===== src/rtl/vga_pattern_gen_pkg.sv =====
// Shared definitions for the VGA test-pattern source: pattern mode encodings,
// colour-bar palette and geometry constants for checker, grid and scroll patterns.
package vga_pattern_gen_pkg;

  typedef enum logic [2:0] {
    MODE_BLACK   = 3'd0,
    MODE_WHITE   = 3'd1,
    MODE_BARS    = 3'd2,
    MODE_CHECKER = 3'd3,
    MODE_GRID    = 3'd4,
    MODE_RAMP    = 3'd5,
    MODE_SCROLL  = 3'd6,
    MODE_RSVD    = 3'd7
  } mode_e;

  localparam int CHK_BIT     = 5;   // 32x32 checker squares
  localparam int GRID_BITS   = 6;   // grid line every 64 px
  localparam int SCROLL_STEP = 4;
  localparam int SCROLL_LEN  = 16;

  // Bar palette as {r,g,b} on/off flags, left to right.
  function automatic logic [2:0] bar_rgb(input logic [2:0] idx);
    logic [2:0] c;
    case (idx)
      3'd0:    c = 3'b111;
      3'd1:    c = 3'b110;
      3'd2:    c = 3'b011;
      3'd3:    c = 3'b010;
      3'd4:    c = 3'b101;
      3'd5:    c = 3'b100;
      3'd6:    c = 3'b001;
      default: c = 3'b000;
    endcase
    return c;
  endfunction

endpackage


===== src/rtl/vga_pattern_gen_if.sv =====
// Video bus between timing generator, pattern source and downstream sink:
// timing/coordinate inputs and the delayed syncs plus pixel colour.
interface vga_pattern_gen_if #(
  parameter int W  = 12,
  parameter int CW = 8
);
  logic          hsync_in;
  logic          vsync_in;
  logic          de_in;
  logic [W-1:0]  hdata;
  logic [W-1:0]  vdata;
  logic          hsync_out;
  logic          vsync_out;
  logic          de_out;
  logic [CW-1:0] r;
  logic [CW-1:0] g;
  logic [CW-1:0] b;

  modport master (
    output hsync_in, vsync_in, de_in, hdata, vdata,
    input  hsync_out, vsync_out, de_out, r, g, b
  );

  modport slave (
    input  hsync_in, vsync_in, de_in, hdata, vdata,
    output hsync_out, vsync_out, de_out, r, g, b
  );
endinterface


===== src/rtl/vga_pattern_gen_sync_delay.sv =====
// Per-bit shift register with an individual reset value per bit, used to
// keep syncs and control bits aligned with the colour pipeline.
module vga_pattern_gen_sync_delay #(
  parameter int               WIDTH   = 1,
  parameter int               DEPTH   = 2,
  parameter logic [WIDTH-1:0] RST_VAL = '0
) (
  input  logic             clk,
  input  logic             rst_n,
  input  logic [WIDTH-1:0] d,
  output logic [WIDTH-1:0] q
);

  logic [WIDTH-1:0] sr [DEPTH];

  always_ff @(posedge clk or negedge rst_n) begin
    if (!rst_n) begin
      for (int i = 0; i < DEPTH; i++) sr[i] <= RST_VAL;
    end else begin
      sr[0] <= d;
      for (int i = 1; i < DEPTH; i++) sr[i] <= sr[i-1];
    end
  end

  assign q = sr[DEPTH-1];

endmodule


===== src/rtl/vga_pattern_gen.sv =====
// Test-pattern pixel source: latches the pattern mode at each frame start and
// produces RGB through a 2-stage pipeline with syncs/de delayed to match.
module vga_pattern_gen
  import vga_pattern_gen_pkg::*;
#(
  parameter int   W       = 12,
  parameter int   HRES    = 1440,
  parameter int   VRES    = 900,
  parameter int   CW      = 8,
  parameter logic HS_IDLE = 1'b0,
  parameter logic VS_IDLE = 1'b1
) (
  input  logic                clk,
  input  logic                rst_n,
  vga_pattern_gen_if.slave    vid,
  input  logic [2:0]          mode,
  input  logic                en,
  output logic [15:0]         frame_cnt
);

  logic          fs;
  mode_e         mode_q, mode_cur;
  logic [W-1:0]  scroll, scroll_nx, scroll_cur;
  logic [W:0]    scroll_inc;
  logic [2:0]    sync_q;
  logic          de_p1, en_p1;
  mode_e         mode_p1;
  logic [2:0]    bar_p1;
  logic          chk_p1, grid_p1, scrl_p1;
  logic [CW-1:0] ramp_p1;
  logic [3*CW-1:0] rgb_p2;

  // Bar index from threshold compares; anything past the last edge lands in bar 7.
  function automatic logic [2:0] bar_idx(input logic [W-1:0] h);
    logic [2:0] idx;
    idx = '0;
    for (int k = 1; k < 8; k++)
      if (h >= W'(k * HRES / 8)) idx = idx + 3'd1;
    return idx;
  endfunction

  function automatic logic [3*CW-1:0] colour(input mode_e m, input logic [2:0] bar,
                                             input logic chk, input logic grid,
                                             input logic scrl, input logic [CW-1:0] ramp);
    logic [2:0]      on;
    logic [3*CW-1:0] c;
    case (m)
      MODE_WHITE:   on = 3'b111;
      MODE_BARS:    on = bar_rgb(bar);
      MODE_CHECKER: on = {3{chk}};
      MODE_GRID:    on = {3{grid}};
      MODE_SCROLL:  on = {3{scrl}};
      default:      on = 3'b000;
    endcase
    c = {{CW{on[2]}}, {CW{on[1]}}, {CW{on[0]}}};
    if (m == MODE_RAMP) c = {3{ramp}};
    return c;
  endfunction

  // Frame start needs no history, so a frame is never missed after reset.
  assign fs         = vid.de_in && (vid.hdata == '0) && (vid.vdata == '0);
  assign scroll_inc = {1'b0, scroll} + (W+1)'(SCROLL_STEP);
  assign scroll_nx  = (scroll_inc >= (W+1)'(HRES)) ? '0 : scroll_inc[W-1:0];
  assign mode_cur   = fs ? mode_e'(mode) : mode_q;
  assign scroll_cur = fs ? scroll_nx : scroll;

  vga_pattern_gen_sync_delay #(
    .WIDTH(3), .DEPTH(2), .RST_VAL({HS_IDLE, VS_IDLE, 1'b0})
  ) u_sync (
    .clk(clk), .rst_n(rst_n),
    .d({vid.hsync_in, vid.vsync_in, vid.de_in}),
    .q(sync_q)
  );

  vga_pattern_gen_sync_delay #(
    .WIDTH(2), .DEPTH(1), .RST_VAL(2'b00)
  ) u_ctl (
    .clk(clk), .rst_n(rst_n),
    .d({vid.de_in, en}),
    .q({de_p1, en_p1})
  );

  // Frame-level state: updated on FS regardless of en.
  always_ff @(posedge clk or negedge rst_n) begin
    if (!rst_n) begin
      mode_q    <= MODE_BLACK;
      scroll    <= '0;
      frame_cnt <= '0;
    end else if (fs) begin
      mode_q    <= mode_e'(mode);
      scroll    <= scroll_nx;
      frame_cnt <= frame_cnt + 16'd1;
    end
  end

  // Stage 1: per-pixel pattern features
  always_ff @(posedge clk or negedge rst_n) begin
    if (!rst_n) begin
      mode_p1 <= MODE_BLACK;
      bar_p1  <= '0;
      chk_p1  <= 1'b0;
      grid_p1 <= 1'b0;
      scrl_p1 <= 1'b0;
      ramp_p1 <= '0;
    end else begin
      mode_p1 <= mode_cur;
      bar_p1  <= bar_idx(vid.hdata);
      chk_p1  <= vid.hdata[CHK_BIT] ^ vid.vdata[CHK_BIT];
      grid_p1 <= (vid.hdata[GRID_BITS-1:0] == '0) || (vid.vdata[GRID_BITS-1:0] == '0) ||
                 (vid.hdata == W'(HRES-1)) || (vid.vdata == W'(VRES-1));
      scrl_p1 <= ({1'b0, vid.hdata} >= {1'b0, scroll_cur}) &&
                 ({1'b0, vid.hdata} < ({1'b0, scroll_cur} + (W+1)'(SCROLL_LEN)));
      ramp_p1 <= vid.hdata[CW-1:0];
    end
  end

  // Stage 2: colour mux with blanking
  always_ff @(posedge clk or negedge rst_n) begin
    if (!rst_n) begin
      rgb_p2 <= '0;
    end else begin
      rgb_p2 <= (de_p1 && en_p1) ? colour(mode_p1, bar_p1, chk_p1, grid_p1, scrl_p1, ramp_p1)
                                 : '0;
    end
  end

  assign vid.hsync_out = sync_q[2];
  assign vid.vsync_out = sync_q[1];
  assign vid.de_out    = sync_q[0];
  assign vid.r         = rgb_p2[3*CW-1 -: CW];
  assign vid.g         = rgb_p2[2*CW-1 -: CW];
  assign vid.b         = rgb_p2[CW-1:0];

endmodule


===== src/flat_wrapper.sv =====
// flat-port wrapper written by rule: the top's interface ports become plain ports
module vga_pattern_gen_flat import vga_pattern_gen_pkg::*;
#(
  parameter int   W       = 12,
  parameter int   HRES    = 1440,
  parameter int   VRES    = 900,
  parameter int   CW      = 8,
  parameter logic HS_IDLE = 1'b0,
  parameter logic VS_IDLE = 1'b1
)
  (clk, rst_n, mode, en, frame_cnt, vid_hsync_in, vid_vsync_in, vid_de_in, vid_hdata, vid_vdata, vid_hsync_out, vid_vsync_out, vid_de_out, vid_r, vid_g, vid_b);
  vga_pattern_gen_if #(.W(W), .CW(CW)) vid_i ();
  input  logic clk;
  input  logic rst_n;
  input  logic [2:0] mode;
  input  logic en;
  output logic [15:0] frame_cnt;
  input wire logic [$bits(vid_i.hsync_in)-1:0] vid_hsync_in;
  input wire logic [$bits(vid_i.vsync_in)-1:0] vid_vsync_in;
  input wire logic [$bits(vid_i.de_in)-1:0] vid_de_in;
  input wire logic [$bits(vid_i.hdata)-1:0] vid_hdata;
  input wire logic [$bits(vid_i.vdata)-1:0] vid_vdata;
  output wire logic [$bits(vid_i.hsync_out)-1:0] vid_hsync_out;
  output wire logic [$bits(vid_i.vsync_out)-1:0] vid_vsync_out;
  output wire logic [$bits(vid_i.de_out)-1:0] vid_de_out;
  output wire logic [$bits(vid_i.r)-1:0] vid_r;
  output wire logic [$bits(vid_i.g)-1:0] vid_g;
  output wire logic [$bits(vid_i.b)-1:0] vid_b;
  assign vid_i.hsync_in = vid_hsync_in;
  assign vid_i.vsync_in = vid_vsync_in;
  assign vid_i.de_in = vid_de_in;
  assign vid_i.hdata = vid_hdata;
  assign vid_i.vdata = vid_vdata;
  assign vid_hsync_out = vid_i.hsync_out;
  assign vid_vsync_out = vid_i.vsync_out;
  assign vid_de_out = vid_i.de_out;
  assign vid_r = vid_i.r;
  assign vid_g = vid_i.g;
  assign vid_b = vid_i.b;
  vga_pattern_gen #(.W(W), .HRES(HRES), .VRES(VRES), .CW(CW), .HS_IDLE(HS_IDLE), .VS_IDLE(VS_IDLE)) u_core (.clk(clk), .rst_n(rst_n), .vid(vid_i), .mode(mode), .en(en), .frame_cnt(frame_cnt));
endmodule

===== config.mk =====
export PLATFORM = sky130hd
export DESIGN_NAME = vga_pattern_gen_flat
export DESIGN_NICKNAME = d
export VERILOG_FILES = /design/src/rtl/vga_pattern_gen_pkg.sv /design/src/rtl/vga_pattern_gen_if.sv /design/src/rtl/vga_pattern_gen_sync_delay.sv /design/src/rtl/vga_pattern_gen.sv /design/src/flat_wrapper.sv
export SDC_FILE = /design/constraint.sdc
export NUM_CORES = 1
export LEC_CHECK = 0
export ABC_AREA = 1
export BUFFER_PORTS_ARGS = -buffer_cell sky130_fd_sc_hd__buf_4
export CORE_ASPECT_RATIO = 1.1
export CORE_UTILIZATION = 40
export DETAILED_ROUTE_END_ITERATION = 6
export GPL_TIMING_DRIVEN = 0
export PLACE_DENSITY = 0.7
export SETUP_SLACK_MARGIN = 0.02
export SLEW_MARGIN = 20
export SYNTH_ARGS = -nofsm -noshare
export SYNTH_HDL_FRONTEND = slang
export SYNTH_SLANG_ARGS = --single-unit

===== constraint.sdc =====
create_clock -name clk -period 5.25 [get_ports clk]
set_input_delay 0.525 -clock clk [delete_from_list [all_inputs] [get_ports clk]]
set_output_delay 0.525 -clock clk [all_outputs]
set_load 0.02 [all_outputs]

==> impl_metrics.env, run 1 <==
export IMPL_holdBufCountCts=0
export IMPL_tightest_slew_ps=915.1
export IMPL_synth_distinct_cells=38
export IMPL_h_tree_depth=3
export IMPL_hp_class="input pin to flip-flop"
export IMPL_setup_slack_ps=1230
export IMPL_slew_violations=0
export IMPL_min_period_ps=4020
export IMPL_grt_total_usage_pct=19.24
export IMPL_grt_pass1_vias=3755
export IMPL_tns_ps=0
export IMPL_max_cap_viol_count=0
export IMPL_slowest_stage="o31ai_1"
export IMPL_crit_family="adder cells"
export IMPL_fp_row_count=39
export IMPL_via_per_inst=4.930
export IMPL_p_leak_nw=2.769
export IMPL_die_area_mm2=0.01134
export IMPL_finalHoldViolCount=0
export IMPL_wl_met2_um=5136
export IMPL_crit_fanout=4
export IMPL_relSlewSlack_pct=38.99
export IMPL_first_pass_iters=4
export IMPL_grt_start_max_net_pins=77
export IMPL_critPathMaxStageDelay_ps=330
export IMPL_arrival_ps=4270
export IMPL_rsz0062_at_grt="false"
export IMPL_setup_viol=0
export IMPL_clkTransAtPathRegs_ps=60
export IMPL_drc=0
export IMPL_core_mm2=0.01049
export IMPL_vdd_drop_max_mv=0.1747
export IMPL_fp_dieW_um=101.6
export IMPL_wl_per_cell_um=13.50
export IMPL_post_cts_repair_setup_buffers=0
export IMPL_path_cells="buf_4 -> nor2_2 -> inv_2 -> nor2_1 -> inv_1 -> o31ai_1 -> ha_1 -> inv_1 -> nand2_1 -> nand2_1 -> inv_1 -> ha_1 -> nand2_1 -> nand2_1 -> ha_1 -> inv_1 -> o21ai_0 -> ha_1 -> or2_2 -> and2_1 -> ha_1 -> nand2_1 -> xor2_1 -> xor2_1"
export IMPL_yosys_warnings=0
export IMPL_register_area_mm2=0.001904
export IMPL_clock_sinks=76
export IMPL_required_ps=5500
export IMPL_ys_flop_type="dfrtp_1"
export IMPL_crit_type="input pin to flip-flop"
export IMPL_outcome="complete, no violations"
export IMPL_finalCritPeriodShare_pct=76.58
export IMPL_drtIter0Drc=150
export IMPL_post_route_util_pct=51.59
export IMPL_syn2layout_area_growth_pct=23.92
export IMPL_multi_input_area_mm2=0.002155
export IMPL_syn_inst=525
export IMPL_routed_wirelength_um=10230
export IMPL_dp_hpwl_um=7672
export IMPL_top_layer_used="met4"
export IMPL_synth_edff_count=0
export IMPL_clockBufferDepth=2
export IMPL_fin_nets=674
export IMPL_crit_path_start_kind="input pin"
export IMPL_wl_met3_um=422
export IMPL_timing_hold_ws_ps=298.7
export IMPL_antenna_found_initial=0
export IMPL_gp_congestion=0.8209
export IMPL_grt_overflow=0
export IMPL_ys_ff_latch=76
export IMPL_clk_latency_ps=330
export IMPL_critPathBufInv=6
export IMPL_async_reset_ff_share_pct=100.0
export IMPL_io_buffers=75
export IMPL_drive_above_1_share_pct=21.95
export IMPL_cts_made_buffers=9
export IMPL_yosysSeqAreaShare_pct=43.60
export IMPL_clock_root_buffer="clkbuf_16"
export IMPL_ant_nets=0
export IMPL_dpl_worst_slack_ps=916.7
export IMPL_dieHeight_um=111.6
export IMPL_vias=3737
export IMPL_avgSynthCellArea_um2=8.320
export IMPL_fill_cells=978
export IMPL_critPathCaptureType="flip-flop"
export IMPL_syn_num_nets=588
export IMPL_synthesis_area_mm2=0.004368
export IMPL_clock_skew_final_ps=5.038
export IMPL_initial_utilization_pct=41.63
export IMPL_cts_tree="done"
export IMPL_diodes=0
export IMPL_boundaryPins=76
export IMPL_grt_pass1_wl_um=17120
export IMPL_power_density_mw_per_mm2=251.9
export IMPL_max_freq_mhz=248.7
export IMPL_wl_met1_um=4404
export IMPL_cts_resized=0
-- metrics by stage --
stage,cells,area [um2],total power [W]
floorplan,525,4368,0.0006932
global placement,743,5110,0.0007484
detailed placement,743,5110,0.0007557
CTS,758,5413,0.001375
global route,758,5413,0.001413
finish,758,5413,0.001364
-- state kept, by name (all words and copies together), names as in the netlist, 3 cells and up --
name,flops
u_core.scroll,12
u_core.frame_cnt,16
u_core.bar_p1,3
u_core.rgb_p2,24
u_core.ramp_p1,8
u_core.u_sync.sr,3
u_core.u_sync.q,3
u_core.mode_q,3
-- where the power goes --
group / leakage [nW] / switching, W / internal (W) / total [W]
clock network: 0.145 / 0.000227 / 0.000392 / 0.000619
logic: 1.64 / 0.0000814 / 0.0000546 / 0.000136
registers: 0.984 / 0.00000581 / 0.000603 / 0.000609
total: 2.77 / 0.000314 / 0.00105 / 0.00136
-- cells in the final DEF (no fill, tap or decap), types with 5 or more instances in the layout --
cell,n
nor2_1,51
buf_4,75
nand2_1,122
o21ai_0,14
ha_1,30
nand3_1,23
a21oi_1,37
dfrtp_1,74
inv_1,68
clkbuf_16,9
xor2_1,17
inv_2,5
xnor2_1,7
nor3_1,6
nand4_1,13
nor2_2,6
nand2_2,11
nor2_4,6
-- path summary, 6_finish.rpt --
path | from | to | slack (ps) | depth (start not counted)
worst max-delay path | vid_hdata[10] | u_core.bar_p1[2]$_DFF_PN0_ | 1230 | 24
worst min-delay path | vid_vsync_in | u_core.u_sync.sr[4]$_DFF_PN1_ | 300 | 1
worst max register to register | u_core.scroll[2]$_DFF_PN0_ | u_core.scrl_p1$_DFF_PN0_ | 1570 | 28
worst min register to register | u_core.u_sync.sr[5]$_DFF_PN0_ | u_core.u_sync.q[2]$_DFF_PN0_ | 360 | 0
max in group asynchronous | rst_n | u_core.scroll[6]$_DFF_PN0_ | 4330 | 1
min in group asynchronous | rst_n | u_core.rgb_p2[7]$_DFF_PN0_ | 340 | 1
-- metal layers --
metal  vias to the layer above  global-route usage, %
li1                       1857                      -
met3                        26                  3.829
met5                         -                      0
met2                       107                  32.66
met1                      1747                  23.52
met4                         0                  8.019
-- synthesized netlist by cell type, drive strengths merged (2+ instances only) --
cell	n	area, um2
xor2	17	148.9
nand2	134	538.0
o211ai	4	30.03
dfrtp	74	1852
a31oi	2	12.51
nor2	63	296.5
ha	30	375.4
dfstp	2	52.55
inv	73	274.0
nand3	27	155.2
buf	3	27.52
o21ai	17	100.1
xnor2	7	61.31
nand4	13	81.33
clkbuf	2	7.510
a21oi	38	193.9
nor3	7	46.30
nor4	6	58.80
-- kinds of logic (layout without fill, tap and decap cells) --
family                   after synthesis  after routing  share of synthesized area [%]
adder cells (fa/ha/maj)               30             30                          8.594
buffers and inverters                 78            168                          7.075
XOR/XNOR                              24             24                          4.812
AND/OR/NAND/NOR                      253            253                          27.67
flip-flops                            76             76                          43.60
AO/OA/AOI/OAI                         64             64                          8.250
-- final cells by class --
class | count | share of cell area [%]
Multi-Input combinational cell | 371 | 39.81
Sequential cell | 76 | 35.18
Timing Repair Buffer | 75 | 10.40
Inverter | 73 | 5.062
Clock buffer | 12 | 4.739
Tap cell | 143 | 3.306
Clock inverter | 3 | 0.8553
Buffer | 5 | 0.6472
-- worst reg2reg max path, delay by kind of cell, from the launching register on --
kind,cells,cell delay [ps]
adder cells (fa/ha/maj),3,790
XOR/XNOR,1,150
buffers and inverters,3,240
flip-flops,1,440
AO/OA/AOI/OAI,3,430
AND/OR/NAND/NOR,18,1530
Note: power is estimated with default switching activity, not from simulation.
==> inputs of run 2 (changes only) <==
PLACE_DENSITY = 0.73   (was 0.7)
clock period = 3.4 ns   (was 5.25 ns; I/O delays follow)
==> run 2 against run 1 <==
Effect of this change: via count increased by 3.3%; routed wire length increased by 4.5%; register-to-register slack got worse by 1400 ps; critical endpoint unchanged; highest routed layer unchanged.
==> impl_metrics.env, run 2 (synthesized netlist as in run 1, its figures left out) <==
export IMPL_slew_violations=0
export IMPL_first_pass_iters=4
export IMPL_grt_start_max_net_pins=77
export IMPL_place_area_mm2=0.005147
export IMPL_arrival_ps=3560
export IMPL_tightest_slew_ps=918.4
export IMPL_reg_largest_list="u_core.rgb_p2: 24 flops, u_core.frame_cnt: 16 flops, u_core.scroll: 12 flops"
export IMPL_cts_made_buffers=9
export IMPL_fill_cells=901
export IMPL_crit_type="input pin to flip-flop"
export IMPL_dieHeight_um=111.6
export IMPL_hp_class="input pin to flip-flop"
export IMPL_relSlewSlack_pct=38.77
export IMPL_wl_per_cell_um=13.71
export IMPL_diodes=0
export IMPL_cts_tree="done"
export IMPL_required_ps=3650
export IMPL_die_area_mm2=0.01134
export IMPL_fp_dieW_um=101.6
export IMPL_slowest_stage="o31ai_4"
export IMPL_max_freq_mhz=303.0
export IMPL_clkTransAtPathRegs_ps=60
export IMPL_drtIter0Drc=184
export IMPL_largest_reg_flops=24
export IMPL_fin_cells=780
export IMPL_drive_above_1_share_pct=32.97
export IMPL_power_density_mw_per_mm2=365.3
export IMPL_grt_total_usage_pct=19.15
export IMPL_routed_wirelength_um=10700
export IMPL_final_common_cell="nand2_1"
export IMPL_clockBufferDepth=2
export IMPL_critPathMaxStageDelay_ps=310
export IMPL_grt_overflow=0
export IMPL_via_per_inst=4.951
export IMPL_clock_sinks=76
export IMPL_core_mm2=0.01049
export IMPL_min_period_ps=3301
export IMPL_ant_nets=0
export IMPL_critPathBufInv=6
export IMPL_holdBufCountCts=0
export IMPL_dp_cells=743
export IMPL_setup_viol=0
export IMPL_final_cell_mix="111 x nand2_1, 93 x buf_4, 71 x dfrtp_1, 60 x inv_1, 39 x nor2_1"
export IMPL_p_leak_nw=2.895
export IMPL_fin_nets=695
export IMPL_largest_register="u_core.rgb_p2"
export IMPL_crit_family="adder cells"
export IMPL_finalCritPeriodShare_pct=97.08
export IMPL_r2r_setup_slack_ps=160
export IMPL_reg2reg_depth=24
export IMPL_clock_root_buffer="clkbuf_16"
export IMPL_vias=3862
export IMPL_clk_latency_ps=330
export IMPL_crit_path_start_kind="input pin"
export IMPL_syn2layout_area_growth_pct=34.69
export IMPL_drc=0
export IMPL_io_buffers=75
export IMPL_boundaryPins=76
export IMPL_antenna_found_initial=0
export IMPL_vdd_drop_max_mv=0.2852
export IMPL_critPathMostFrequentCell="nand2_2"
export IMPL_fp_row_count=39
export IMPL_max_cap_viol_count=0
export IMPL_gp_congestion=0.8701
export IMPL_rsz0062_at_grt="true"
export IMPL_critPathCaptureType="flip-flop"
export IMPL_dp_hpwl_um=7551
export IMPL_outcome="complete, no violations"
export IMPL_grt_pass1_wl_um=17170
export IMPL_initial_utilization_pct=41.63
export IMPL_h_tree_depth=3
export IMPL_finalHoldViolCount=0
export IMPL_hold_path_depth=1
export IMPL_crit_fanout=5
export IMPL_stdcell_area_mm2=0.005883
export IMPL_path_cells="buf_8 -> nor2_4 -> inv_4 -> nor2_4 -> inv_2 -> o31ai_4 -> ha_4 -> inv_2 -> nand2_2 -> nand2_2 -> inv_2 -> ha_4 -> nand2_2 -> nand2_2 -> ha_4 -> inv_2 -> o21ai_2 -> ha_1 -> or2_4 -> and2_4 -> ha_4 -> nand2_2 -> xor2_1 -> xor2_1"
export IMPL_clock_skew_final_ps=7.783
export IMPL_grt_pass1_vias=3796
export IMPL_crit_cells=24
[run 2: cell type report]
class / count / area [um2] / area share, %
multi-input combinational: 371 / 2441 / 41.49
sequential: 76 / 1908 / 32.43
timing repair buffer: 96 / 735.7 / 12.51
inverter: 73 / 284.0 / 4.828
clock buffer: 10 / 229.0 / 3.892
tap: 143 / 178.9 / 3.041
clock inverter: 6 / 71.32 / 1.212
buffer: 5 / 35.03 / 0.5955
[run 2: worst register-to-register path: stages (launching register included)]
cell,delay [ps]
dfrtp_1,420
ha_4,200
nand2_4,50
nor2_4,120
nand2_1,60
nand2_1,70
inv_2,40
nand2_1,50
nand2_1,80
nor2_2,120
nand2_2,100
nand2_4,100
nand2_4,80
buf_4,150
buf_4,140
nand2_1,130
xor2_1,210
ha_1,290
a21oi_2,130
o21ai_1,70
o211ai_1,170
nand2_1,70
nand2_1,60
nand2_1,60
a21oi_2,170
[run 2: where the power goes]
| part | switching (W) | leakage, nW | total, W | internal (W) |
|---|---|---|---|---|
| clock | 0.000374 | 0.140 | 0.000949 | 0.000575 |
| sequential | 0.00000802 | 0.979 | 0.000938 | 0.000930 |
| combinational | 0.000148 | 1.78 | 0.000262 | 0.000114 |
[run 2: layer usage]
layer,wire (um),share of wire [%],vias up,GRT usage (%)
li1,-,-,1913,-
met1,4556,43,1829,24.76
met2,5522,52,99,31.98
met3,422,3.9,21,3.264
met4,192,1.8,0,6.763
met5,0,0,-,0
[run 2: stage by stage]
step	setup TNS, ps	setup slack [ps]	utilization, %	hold slack [ps]	total power [W]
2_1_floorplan	-27.83	-27.83	-	44.41	0.001086
5_1_grt	-126.6	-104.3	56.08	106.8	0.002227
4_1_cts	0	23.86	53.17	109.3	0.002131
3_5_place_dp	-1011	-441.6	49.06	347.8	0.001183
3_3_place_gp	-830.1	-350.4	49.06	342.5	0.001173
6_report	0	99.28	56.08	114.1	0.002149
[run 2: path summary, 6_finish.rpt]
kind / startpoint / endpoint
setup / recovery: vid_hdata[11] / u_core.bar_p1[2]$_DFF_PN0_
hold / removal: en / u_core.u_ctl.q[0]$_DFF_PN0_
setup reg to reg: u_core.scroll[3]$_DFF_PN0_ / u_core.scrl_p1$_DFF_PN0_
hold reg to reg: u_core.u_sync.sr[5]$_DFF_PN0_ / u_core.u_sync.q[2]$_DFF_PN0_
max in group asynchronous: rst_n / u_core.scroll[4]$_DFF_PN0_
min in group asynchronous: rst_n / u_core.rgb_p2[23]$_DFF_PN0_
[run 2: repair_timing]
item | CTS | global route
setup buffers | 8 | 13
resized for setup | 14 | 57
pin swaps | 11 | 42
endpoints found under the setup margin | 2 | 2
==> inputs of run 3 (changes only) <==
==> constraint.sdc (replaced) <==
create_clock -name clk -period 3.4 [get_ports clk]
set_input_delay 0.68 -clock clk [delete_from_list [all_inputs] [get_ports clk]]
set_output_delay 0.68 -clock clk [all_outputs]
set_load 0.02 [all_outputs]
==> run 3 against run 2 <==
Effect of this change: clock power up 13%; sequential cell count unchanged; first-iteration DRC count shrank 21%; total power rose by 5.6%; non-clock buffer count is 14 higher; register-to-register slack lost 60 ps; the run now ends with negative setup slack left; die area unchanged; fmax fell by 11%.
==> impl_metrics.env, run 3 (synthesized netlist as in run 1, its figures left out) <==
export IMPL_final_cell_mix="113 x nand2_1, 106 x buf_4, 70 x dfrtp_1, 61 x inv_1, 38 x nor2_1"
export IMPL_finalCritPeriodShare_pct=109.7
export IMPL_grt_total_usage_pct=18.98
export IMPL_crit_type="input pin to flip-flop"
export IMPL_fill_cells=885
export IMPL_setup_slack_ps=-328.1
export IMPL_drc=0
export IMPL_max_cap_viol_count=0
export IMPL_outcome="finished, violations left"
export IMPL_holdBufCountCts=0
export IMPL_clock_skew_final_ps=3.039
export IMPL_power_density_mw_per_mm2=372.9
export IMPL_setup_viol=2
export IMPL_place_area_mm2=0.005147
export IMPL_stdcell_area_mm2=0.006082
export IMPL_register_area_mm2=0.001909
export IMPL_dp_cells=743
export IMPL_diodes=0
export IMPL_initial_utilization_pct=41.63
export IMPL_largest_register="u_core.rgb_p2"
export IMPL_post_route_util_pct=57.97
export IMPL_cts_made_buffers=9
export IMPL_crit_start="vid_hdata[11]"
export IMPL_vias=3854
export IMPL_drive_above_1_share_pct=33.85
export IMPL_io_buffers=75
export IMPL_clk_latency_ps=330
export IMPL_worst_r2r_endpoint="u_core.scrl_p1$_DFF_PN0_"
export IMPL_arrival_ps=3980
export IMPL_h_tree_depth=3
export IMPL_fin_nets=709
export IMPL_critPathMostFrequentCell="nand2_1"
export IMPL_max_freq_mhz=268.2
export IMPL_fp_row_count=39
export IMPL_crit_path_start_kind="input pin"
export IMPL_slowest_stage="o31ai_4"
export IMPL_grt_start_max_net_pins=77
export IMPL_failed_checks="negative setup slack"
export IMPL_via_per_inst=4.860
export IMPL_dp_hpwl_um=7616
export IMPL_antenna_found_initial=0
export IMPL_finalHoldViolCount=0
export IMPL_required_ps=3650
export IMPL_vdd_drop_max_mv=0.2315
export IMPL_path_cells="buf_12 -> nor2_4 -> inv_4 -> nor2_4 -> inv_2 -> o31ai_4 -> ha_4 -> inv_2 -> nand2_1 -> nand2_1 -> inv_1 -> ha_1 -> nand2_1 -> nand2_1 -> ha_1 -> inv_2 -> o21ai_2 -> ha_1 -> or2_4 -> and2_4 -> ha_4 -> nand2_2 -> xor2_1 -> xor2_1"
export IMPL_relSlewSlack_pct=38.59
export IMPL_multi_input_area_mm2=0.002462
export IMPL_critPathCaptureType="flip-flop"
export IMPL_drtIter0Drc=146
export IMPL_reg2reg_depth=27
export IMPL_ant_nets=0
export IMPL_boundaryPins=76
export IMPL_grt_pass1_wl_um=16910
export IMPL_critPathCapture="u_core.bar_p1[2]$_DFF_PN0_"
export IMPL_core_mm2=0.01049
export IMPL_crit_fanout=4
export IMPL_gp_congestion=0.8809
export IMPL_clock_sinks=76
export IMPL_reg_largest_list="u_core.rgb_p2: 24 flops, u_core.frame_cnt: 16 flops, u_core.scroll: 12 flops"
export IMPL_tightest_slew_ps=921.2
export IMPL_clockBufferDepth=2
export IMPL_dieHeight_um=111.6
export IMPL_die_area_mm2=0.01134
export IMPL_critPathMaxStageDelay_ps=310
export IMPL_largest_reg_flops=24
export IMPL_fin_cells=793
export IMPL_r2r_setup_slack_ps=100
export IMPL_cts_tree="done"
export IMPL_grt_overflow=0
export IMPL_rr_startpoint="u_core.scroll[3]$_DFF_PN0_"
export IMPL_rsz0062_at_grt="true"
export IMPL_final_common_cell="nand2_1"
export IMPL_min_period_ps=3728
export IMPL_clock_root_buffer="clkbuf_16"
export IMPL_wl_per_cell_um=13.53
export IMPL_hp_class="flip-flop to flip-flop"
export IMPL_first_pass_iters=4
export IMPL_slew_violations=0
export IMPL_routed_wirelength_um=10730
export IMPL_clkTransAtPathRegs_ps=60
export IMPL_dpl_worst_slack_ps=-870.7
export IMPL_fp_dieW_um=101.6
export IMPL_grt_pass1_vias=3677
export IMPL_syn2layout_area_growth_pct=39.24
export IMPL_p_leak_nw=3.003
==> run 3: stage by stage <==
stage / hold WS (ps) / total power, W / setup TNS (ps)
final: 359.0 / 0.002268 / -470.6
after global routing: 361.6 / 0.002357 / -869.7
after CTS: 361.3 / 0.002277 / -606.0
after detailed placement: 353.3 / 0.001184 / -2201
after global placement: 341.7 / 0.001173 / -1832
after floorplan: 331.2 / 0.001086 / -561.1
==> run 3: timing repair <==
item,4_1_cts,5_1_grt
endpoints found under the setup margin,3,3
buffers inserted,8,27
pin swaps,17,42
resized for setup,27,53
gates cloned,0,1
==> run 3: worst max-delay path, delay by kind of cell <==
kind / cells / cell delay, ps
AND/OR/NAND/NOR: 9 / 940
XOR/XNOR: 2 / 340
adder cells (fa/ha/maj): 5 / 1250
AO/OA/AOI/OAI: 2 / 360
buffers and inverters: 6 / 410
==> run 3: worst min path at each step <==
stage	cells past startpoint	endpoint	slack, ps	startpoint
global route	0	u_core.u_sync.q[1]$_DFF_PN1_	360	u_core.u_sync.sr[4]$_DFF_PN1_
detailed placement	0	u_core.u_sync.q[1]$_DFF_PN1_	350	u_core.u_sync.sr[4]$_DFF_PN1_
finish	0	u_core.u_sync.q[1]$_DFF_PN1_	360	u_core.u_sync.sr[4]$_DFF_PN1_
CTS	0	u_core.u_sync.q[1]$_DFF_PN1_	360	u_core.u_sync.sr[4]$_DFF_PN1_
floorplan	0	u_core.u_sync.q[2]$_DFF_PN0_	330	u_core.u_sync.sr[5]$_DFF_PN0_
global placement	0	u_core.u_sync.q[2]$_DFF_PN0_	340	u_core.u_sync.sr[5]$_DFF_PN0_
==> run 3: layer usage <==
metal | GRT usage, % | routed length [um] | up-vias
met5 | 0 | 0 | -
li1 | - | - | 1932
met3 | 3.202 | 398 | 21
met4 | 7.246 | 204 | 0
met2 | 32.75 | 5547 | 92
met1 | 23.36 | 4576 | 1809
==> run 3: report_power, final <==
| group | internal (W) | total [W] | switching, W | leakage, nW |
|---|---|---|---|---|
| Sequential | 0.000931 | 0.000939 | 0.00000837 | 0.978 |
| Clock | 0.000714 | 0.00107 | 0.000353 | 0.166 |
| Combinational | 0.000115 | 0.000262 | 0.000147 | 1.86 |
==> run 3: layout make-up <==
| class | instances | share of cell area, % |
|---|---|---|
| well taps | 143 | 2.942 |
| clock inverters | 6 | 1.851 |
| flip-flops and latches | 76 | 31.39 |
| repair buffers | 111 | 14.44 |
| clock buffers | 9 | 3.703 |
| plain buffers | 4 | 0.4526 |
| multi-input cells | 371 | 40.49 |
| inverters | 73 | 4.732 |
